File: config.mk
export PLATFORM = sky130hd
export DESIGN_NAME = uart_program_loader
export DESIGN_NICKNAME = d
export VERILOG_FILES = /design/src/rtl/boot_loader_pkg.sv /design/src/rtl/boot_gap_timer.sv /design/src/rtl/uart_program_loader.sv
export SDC_FILE = /design/constraint.sdc
export NUM_CORES = 1
export LEC_CHECK = 0
export CAP_MARGIN = 15
export CELL_PAD_IN_SITES_DETAIL_PLACEMENT = 1
export CELL_PAD_IN_SITES_GLOBAL_PLACEMENT = 1
export CORE_MARGIN = 2
export CORE_UTILIZATION = 40
export DETAILED_ROUTE_END_ITERATION = 7
export GPL_ROUTABILITY_DRIVEN = 0
export GPL_TIMING_DRIVEN = 0
export PLACE_DENSITY = 0.75
export RECOVER_POWER = 100
export SYNTH_ARGS = -nofsm -noshare
export SYNTH_HDL_FRONTEND = slang
export SYNTH_HIERARCHICAL = 1
export SYNTH_SLANG_ARGS = --single-unit
File: constraint.sdc
create_clock -name i_clk -period 3.1 [get_ports i_clk]
set_input_delay 0.62 -clock i_clk [delete_from_list [all_inputs] [get_ports i_clk]]
set_output_delay 0.62 -clock i_clk [all_outputs]
set_load 0.02 [all_outputs]
File: src/rtl/boot_loader_pkg.sv
// rtl/boot_loader_pkg.sv - shared types and constants for the serial program loader
// Contents:
//   boot_state_e : loader FSM states
//   BOOT_HEADER  : frame start byte
//   ERR_*        : values driven on o_error_code
package boot_loader_pkg;

    typedef enum logic [2:0] {
        ST_IDLE,
        ST_COUNT,
        ST_INSTR_HI,
        ST_INSTR_LO,
        ST_CHECK,
        ST_DONE,
        ST_ERROR
    } boot_state_e;

    localparam logic [7:0] BOOT_HEADER = 8'hA5;

    localparam logic [1:0] ERR_NONE     = 2'd0;
    localparam logic [1:0] ERR_FORMAT   = 2'd1;
    localparam logic [1:0] ERR_TIMEOUT  = 2'd2;
    localparam logic [1:0] ERR_CHECKSUM = 2'd3;

endpackage

File: src/rtl/boot_gap_timer.sv
// rtl/boot_gap_timer.sv - inter-byte gap timer for the serial program loader
// Ports:
//   i_clk, i_reset_n : clock, asynchronous active-low reset
//   i_clear          : byte seen this cycle, reload the counter
//   i_run            : frame in progress, counter may decrement
//   o_expired        : one-cycle pulse on the TIMEOUT_CYCLES-th idle edge
module boot_gap_timer #(
    parameter int TIMEOUT_CYCLES = 1024
) (
    input  logic i_clk,
    input  logic i_reset_n,
    input  logic i_clear,
    input  logic i_run,
    output logic o_expired
);

    localparam int CNT_W = $clog2(TIMEOUT_CYCLES + 1);
    localparam logic [CNT_W-1:0] LOAD_VAL = CNT_W'(TIMEOUT_CYCLES);
    localparam logic [CNT_W-1:0] ONE      = CNT_W'(1);

    logic [CNT_W-1:0] cnt_q;
    logic [CNT_W-1:0] cnt_d;

    // Counter is parked at the full value whenever the frame is not running,
    // so the first idle edge after the last byte starts the countdown.
    always_comb begin
        cnt_d = cnt_q;
        if (i_clear || !i_run) begin
            cnt_d = LOAD_VAL;
        end else if (cnt_q != '0) begin
            cnt_d = cnt_q - ONE;
        end
    end

    always_ff @(posedge i_clk or negedge i_reset_n) begin
        if (!i_reset_n) begin
            cnt_q <= LOAD_VAL;
        end else begin
            cnt_q <= cnt_d;
        end
    end

    // Value 1 means this edge is the TIMEOUT_CYCLES-th edge without a byte.
    assign o_expired = i_run && !i_clear && (cnt_q == ONE);

endmodule

File: src/rtl/uart_program_loader.sv
// rtl/uart_program_loader.sv - serial boot loader writing 14-bit words into program memory
// Frame: 0xA5, N, N x {hi, lo}, then a checksum byte when BOOT_CHECKSUM_EN is defined.
// Ports:
//   i_clk, i_reset_n      : clock, asynchronous active-low reset
//   i_rx_valid, i_rx_data : received byte strobe and data from the UART
//   i_restart             : return to IDLE from any state (wins over a same-cycle byte)
//   o_load_enable         : one-cycle program-memory write strobe
//   o_load_address        : write address
//   o_load_instruction    : write data {hi[5:0], lo}
//   o_load_done           : frame written and accepted (level)
//   o_error, o_error_code : frame rejected (level) and reason
// Build option: BOOT_CHECKSUM_EN adds the trailing checksum byte and the CHECK state.
module uart_program_loader
    import boot_loader_pkg::*;
#(
    parameter int PMEM_DEPTH     = 10,
    parameter int ADDR_W         = 8,
    parameter int INSTR_W        = 14,
    parameter int TIMEOUT_CYCLES = 1024
) (
    input  logic               i_clk,
    input  logic               i_reset_n,
    input  logic               i_rx_valid,
    input  logic [7:0]         i_rx_data,
    input  logic               i_restart,
    output logic               o_load_enable,
    output logic [ADDR_W-1:0]  o_load_address,
    output logic [INSTR_W-1:0] o_load_instruction,
    output logic               o_load_done,
    output logic               o_error,
    output logic [1:0]         o_error_code
);

    boot_state_e        state_q, state_d;
    logic [5:0]         hi_q, hi_d;
    logic [ADDR_W-1:0]  addr_q, addr_d;
    logic [ADDR_W-1:0]  last_addr_q, last_addr_d;
    logic               we_q, we_d;
    logic [INSTR_W-1:0] instr_q, instr_d;
    logic [1:0]         code_q, code_d;
    logic               gap_run;
    logic               gap_expired;
`ifdef BOOT_CHECKSUM_EN
    logic [7:0]         csum_q, csum_d;
`endif

    assign gap_run = (state_q == ST_COUNT) || (state_q == ST_INSTR_HI) ||
                     (state_q == ST_INSTR_LO) || (state_q == ST_CHECK);

    boot_gap_timer #(
        .TIMEOUT_CYCLES (TIMEOUT_CYCLES)
    ) u_gap_timer (
        .i_clk     (i_clk),
        .i_reset_n (i_reset_n),
        .i_clear   (i_rx_valid),
        .i_run     (gap_run),
        .o_expired (gap_expired)
    );

    always_comb begin
        state_d     = state_q;
        hi_d        = hi_q;
        addr_d      = addr_q;
        last_addr_d = last_addr_q;
        we_d        = 1'b0;
        instr_d     = instr_q;
        code_d      = code_q;
`ifdef BOOT_CHECKSUM_EN
        csum_d      = csum_q;
`endif

        // The address is held for the whole write-strobe cycle and advanced
        // at its end; it stays on the last word so it never passes N-1.
        if (we_q && (addr_q != last_addr_q)) begin
            addr_d = addr_q + ADDR_W'(1);
        end

        if (i_restart) begin
            state_d = ST_IDLE;
            code_d  = ERR_NONE;
        end else if (gap_expired) begin
            state_d = ST_ERROR;
            code_d  = ERR_TIMEOUT;
        end else if (i_rx_valid) begin
            case (state_q)
                ST_IDLE: begin
                    if (i_rx_data == BOOT_HEADER) begin
                        state_d = ST_COUNT;
                        addr_d  = '0;
`ifdef BOOT_CHECKSUM_EN
                        csum_d  = '0;
`endif
                    end
                end
                ST_COUNT: begin
                    if ((i_rx_data == 8'd0) || (int'(i_rx_data) > PMEM_DEPTH)) begin
                        state_d = ST_ERROR;
                        code_d  = ERR_FORMAT;
                    end else begin
                        state_d     = ST_INSTR_HI;
                        addr_d      = '0;
                        last_addr_d = ADDR_W'(i_rx_data - 8'd1);
`ifdef BOOT_CHECKSUM_EN
                        csum_d      = i_rx_data;
`endif
                    end
                end
                ST_INSTR_HI: begin
                    if (i_rx_data[7:6] != 2'b00) begin
                        state_d = ST_ERROR;
                        code_d  = ERR_FORMAT;
                    end else begin
                        state_d = ST_INSTR_LO;
                        hi_d    = i_rx_data[5:0];
`ifdef BOOT_CHECKSUM_EN
                        csum_d  = csum_q ^ i_rx_data;
`endif
                    end
                end
                ST_INSTR_LO: begin
                    we_d    = 1'b1;
                    instr_d = INSTR_W'({hi_q, i_rx_data});
`ifdef BOOT_CHECKSUM_EN
                    csum_d  = csum_q ^ i_rx_data;
                    state_d = (addr_q == last_addr_q) ? ST_CHECK : ST_INSTR_HI;
`else
                    state_d = (addr_q == last_addr_q) ? ST_DONE : ST_INSTR_HI;
`endif
                end
`ifdef BOOT_CHECKSUM_EN
                ST_CHECK: begin
                    if (i_rx_data == csum_q) begin
                        state_d = ST_DONE;
                    end else begin
                        state_d = ST_ERROR;
                        code_d  = ERR_CHECKSUM;
                    end
                end
`endif
                ST_ERROR: begin
                    if (i_rx_data == BOOT_HEADER) begin
                        state_d = ST_COUNT;
                        code_d  = ERR_NONE;
                        addr_d  = '0;
`ifdef BOOT_CHECKSUM_EN
                        csum_d  = '0;
`endif
                    end
                end
                default: begin
                    state_d = state_q;
                end
            endcase
        end
    end

    always_ff @(posedge i_clk or negedge i_reset_n) begin
        if (!i_reset_n) begin
            state_q     <= ST_IDLE;
            hi_q        <= '0;
            addr_q      <= '0;
            last_addr_q <= '0;
            we_q        <= 1'b0;
            instr_q     <= '0;
            code_q      <= ERR_NONE;
`ifdef BOOT_CHECKSUM_EN
            csum_q      <= '0;
`endif
        end else begin
            state_q     <= state_d;
            hi_q        <= hi_d;
            addr_q      <= addr_d;
            last_addr_q <= last_addr_d;
            we_q        <= we_d;
            instr_q     <= instr_d;
            code_q      <= code_d;
`ifdef BOOT_CHECKSUM_EN
            csum_q      <= csum_d;
`endif
        end
    end

    assign o_load_enable      = we_q;
    assign o_load_address     = addr_q;
    assign o_load_instruction = instr_q;
    assign o_load_done        = (state_q == ST_DONE);
    assign o_error            = (state_q == ST_ERROR);
    assign o_error_code       = code_q;

endmodule

==> run metrics <==
htree depth=2; vias in the first global route=2,254; Mapped Area=0.00280 mm²; RSZ-0062 raised after global routing=false; pin count of the biggest net entering global routing=38; worst skew pair latency=310 ps; 1st-iter DRT viols=47; layout cells sized above 1=8.54%; DP Wirelength=4790 µm; FMAX=356 MHz; cells on worst reg2reg path=12; FF/Latch Area=0.00133 mm²; main combinational cell family by area after synthesis=simple AND/OR/NAND/NOR gates; Final Power=2.33 mW; fin crit period=2810 ps; Synth Area in Simple Gates=16.6%; footprint of the multi-input gates=0.00139 mm²; die height=87.6 µm; clk sinks=53; Core Rows=30; Vias/cell=5.31; Slowest cell on crit path=clkdlybuf4s50_1; gr usage total=18.4%; Largest stage delay, worst path=610 ps; Remaining DRCs=0; Post-synth EDFFs=0; Final Hold Vio Count=0; Non-Filler Instances=412; initial antenna violation count=0; Die W=87.6 µm; Top FF cell, synth=dfrtp_1; area grow syn2layout=22.7%; pre-CTS setup slack=-538 ps; most common cell after layout, fill and taps aside=dfrtp_1; Synth Register Bits=53; grt ovf=0; synthesized instance count=267; Cell variety after synth=52; Syn Area/Cell=10.5 µm²; Psw=911 µW; worst reg2reg startpoint=state_q[1]$_DFFE_PN0P_; Root Driver=clkbuf_8; Hold WS=429 ps; CP arrival=3040 ps; Worst-Margin Slew=1610 ps; final setup fails=0; crit path from=i_rx_valid; post-synthesis xor/xnor area fraction=6.27%; CTS buffer count=5; internal power=1.42 mW; CP cell instances=clkdlybuf4s50_1, nor2b_1, clkbuf_2, nand3_1, nor3_2, nor2_2, nand2_1, nor4_4, buf_2, nor2_1, a21oi_1; Layout Nets=334; Crit path max-delay family=simple AND/OR/NAND/NOR gates; synth warn=6; Crit path buffers/inverters=3; ys async rst share=100%; Hold/Removal Path Class=in -> async; DP Area=0.00330 mm²; CTS Buffer Depth=2; fin. max-slew vios=38; CTS tree=built; failing checks=capacitance limit, slew limit; Setup crit start kind=input port; Worst setup EP type=register; critical path class=in -> reg; most frequent cells in the layout=52 x dfrtp_1, 28 x dlygate4sd3_1, 21 x nand2_1, 19 x nor2_1, 17 x mux2_1; routed len/inst=15.7 µm; R2R setup slack=310 ps; Synth Area in Compound Gates=14.2%; Starting Density=41.1%; Req. time, crit path=3330 ps; vias=2,186; Filler Cell Count=775; Comb power frac=40.7%; PwrDens=681 mW/mm²; total die area=0.00767 mm²; Worst-path clk slew=90 ps; IO Pins=39; TNS Setup=0 ps; Post-Synth Adder-Cell Area=3.49%; CTS Hold Bufs=0; status=complete, but fails checks; LEAKAGE=1.51 nW; dpl cells=401; FF-to-FF End=hi_q[3]$_DFFE_PN0P_; final worst slack=287 ps; # diodes=0; ANT nets after route=0; clock power share=17.2%; Final Cycle Share=90.7%; worst vdd ir=429 µV; final WL=6460 µm; final instance area=0.00343 mm²; first-pass GRT wire length=11,300 µm; Slew headroom=-7.72%; Max FO, Critical Path=10; Clock Skew=9.24 ps; IO buf count=37; syn_nets=286; Final Util=50.5%; drt first pass iters=4; Core ar.=0.00679 mm²; Sw Ratio=39.0%; post-synthesis mux area share=9.04%; Seq pwr share=42.1%; post-synthesis sequential area ratio=47.5%; max_cap viols=1
## worst max path at each step
stage                                              end  slack (ps)  cells after the start
floorplan                          hi_q[3]$_DFFE_PN0P_         420                     11
global placement    o_load_instruction[11]$_DFFE_PN0P_        -480                     10
detailed placement  o_load_instruction[10]$_DFFE_PN0P_        -540                     10
CTS                 o_load_instruction[10]$_DFFE_PN0P_          30                     11
global route                last_addr_q[3]$_DFFE_PN0P_          30                     13
finish                      last_addr_q[3]$_DFFE_PN0P_         290                     11
## worst reg2reg max path, stage by stage (launching register included)
cell and delay (ps):
dfrtp_1 400, buf_2 180, nor2_1 170, xnor2_1 150
nor2b_1 150, clkbuf_2 220, nand3_1 120, nor3_2 240
nor2_2 130, nand2_1 250, nand4b_1 220, buf_12 140
mux2_2 330
## cell usage after synthesis, types with 2 or more instances
master	count	share of area (%)
nand4_1	3	0.67
ha_1	7	3.1
mux2_1	17	6.8
nand2b_1	5	1.1
mux2i_1	5	1.8
xor2_1	9	2.8
o21a_1	7	1.9
o21ai_1	6	1.1
o2111ai_1	3	0.94
o311ai_0	4	1.3
nand3_1	4	0.72
o21ai_0	4	0.72
clkbuf_1	5	0.67
a21oi_1	9	1.6
nor2_1	20	2.7
nor4_1	2	0.45
or4_1	3	0.81
o211ai_1	2	0.54
o41ai_1	2	0.63
nor3_1	11	2.0
buf_2	5	0.90
o31ai_1	5	1.3
nor3b_1	2	0.54
inv_1	8	1.1
or3_1	3	0.67
nor2b_1	5	1.1
nand2_1	21	2.8
a211o_1	3	0.94
dfrtp_1	52	47
xnor2_1	11	3.4
nor2_2	2	0.45
a211oi_1	2	0.54
## final cells by class
class	count	share of cell area, %
clock buffer	5	2.01
buffer	9	1.28
timing repair buffer	43	12.3
clock inverter	3	0.620
multi-input combinational	194	40.6
tap	96	3.50
inverter	9	0.985
sequential	53	38.7
## sequential cells by signal, summed over array words and instances, names as in the netlist
register and cells:
o_load_enable 1, o_error_code 2, o_load_address 8, last_addr_q 8, o_load_instruction 14, state_q 3
u_gap_timer/cnt_q 11, hi_q 6
## repair_timing
item,4_1_cts,5_1_grt
resized for setup,3,3
setup buffers,2,3
pin swaps,0,1
setup endpoints to repair,15,18
hold endpoints to repair,0,0
## power groups by stage
stage          clock network [mW]  logic (mW)  registers (mW)
2_1_floorplan                   0       0.676           0.993
3_3_place_gp                    0       0.965           0.974
4_1_cts                     0.417       0.999           0.973
5_1_grt                     0.441        1.07            1.01
6_report                    0.401       0.950           0.984
3_5_place_dp                    0       0.994           0.983
## layer usage
layer	GRT usage, %	share of wire (%)	vias to the layer above
li1	-	-	1059
met1	27.0	50	1100
met2	29.3	48	25
met3	3.02	2.0	2
met4	3.36	0.15	0
met5	0	0	-
## kinds of logic after synthesis
group,Yosys count
AND/OR/NAND/NOR,88
AO/OA/AOI/OAI,55
flip-flops,53
multiplexers,23
XOR/XNOR,20
buffers and inverters,20
adder cells (fa/ha/maj),8
Note: power is estimated with default switching activity, not from simulation.
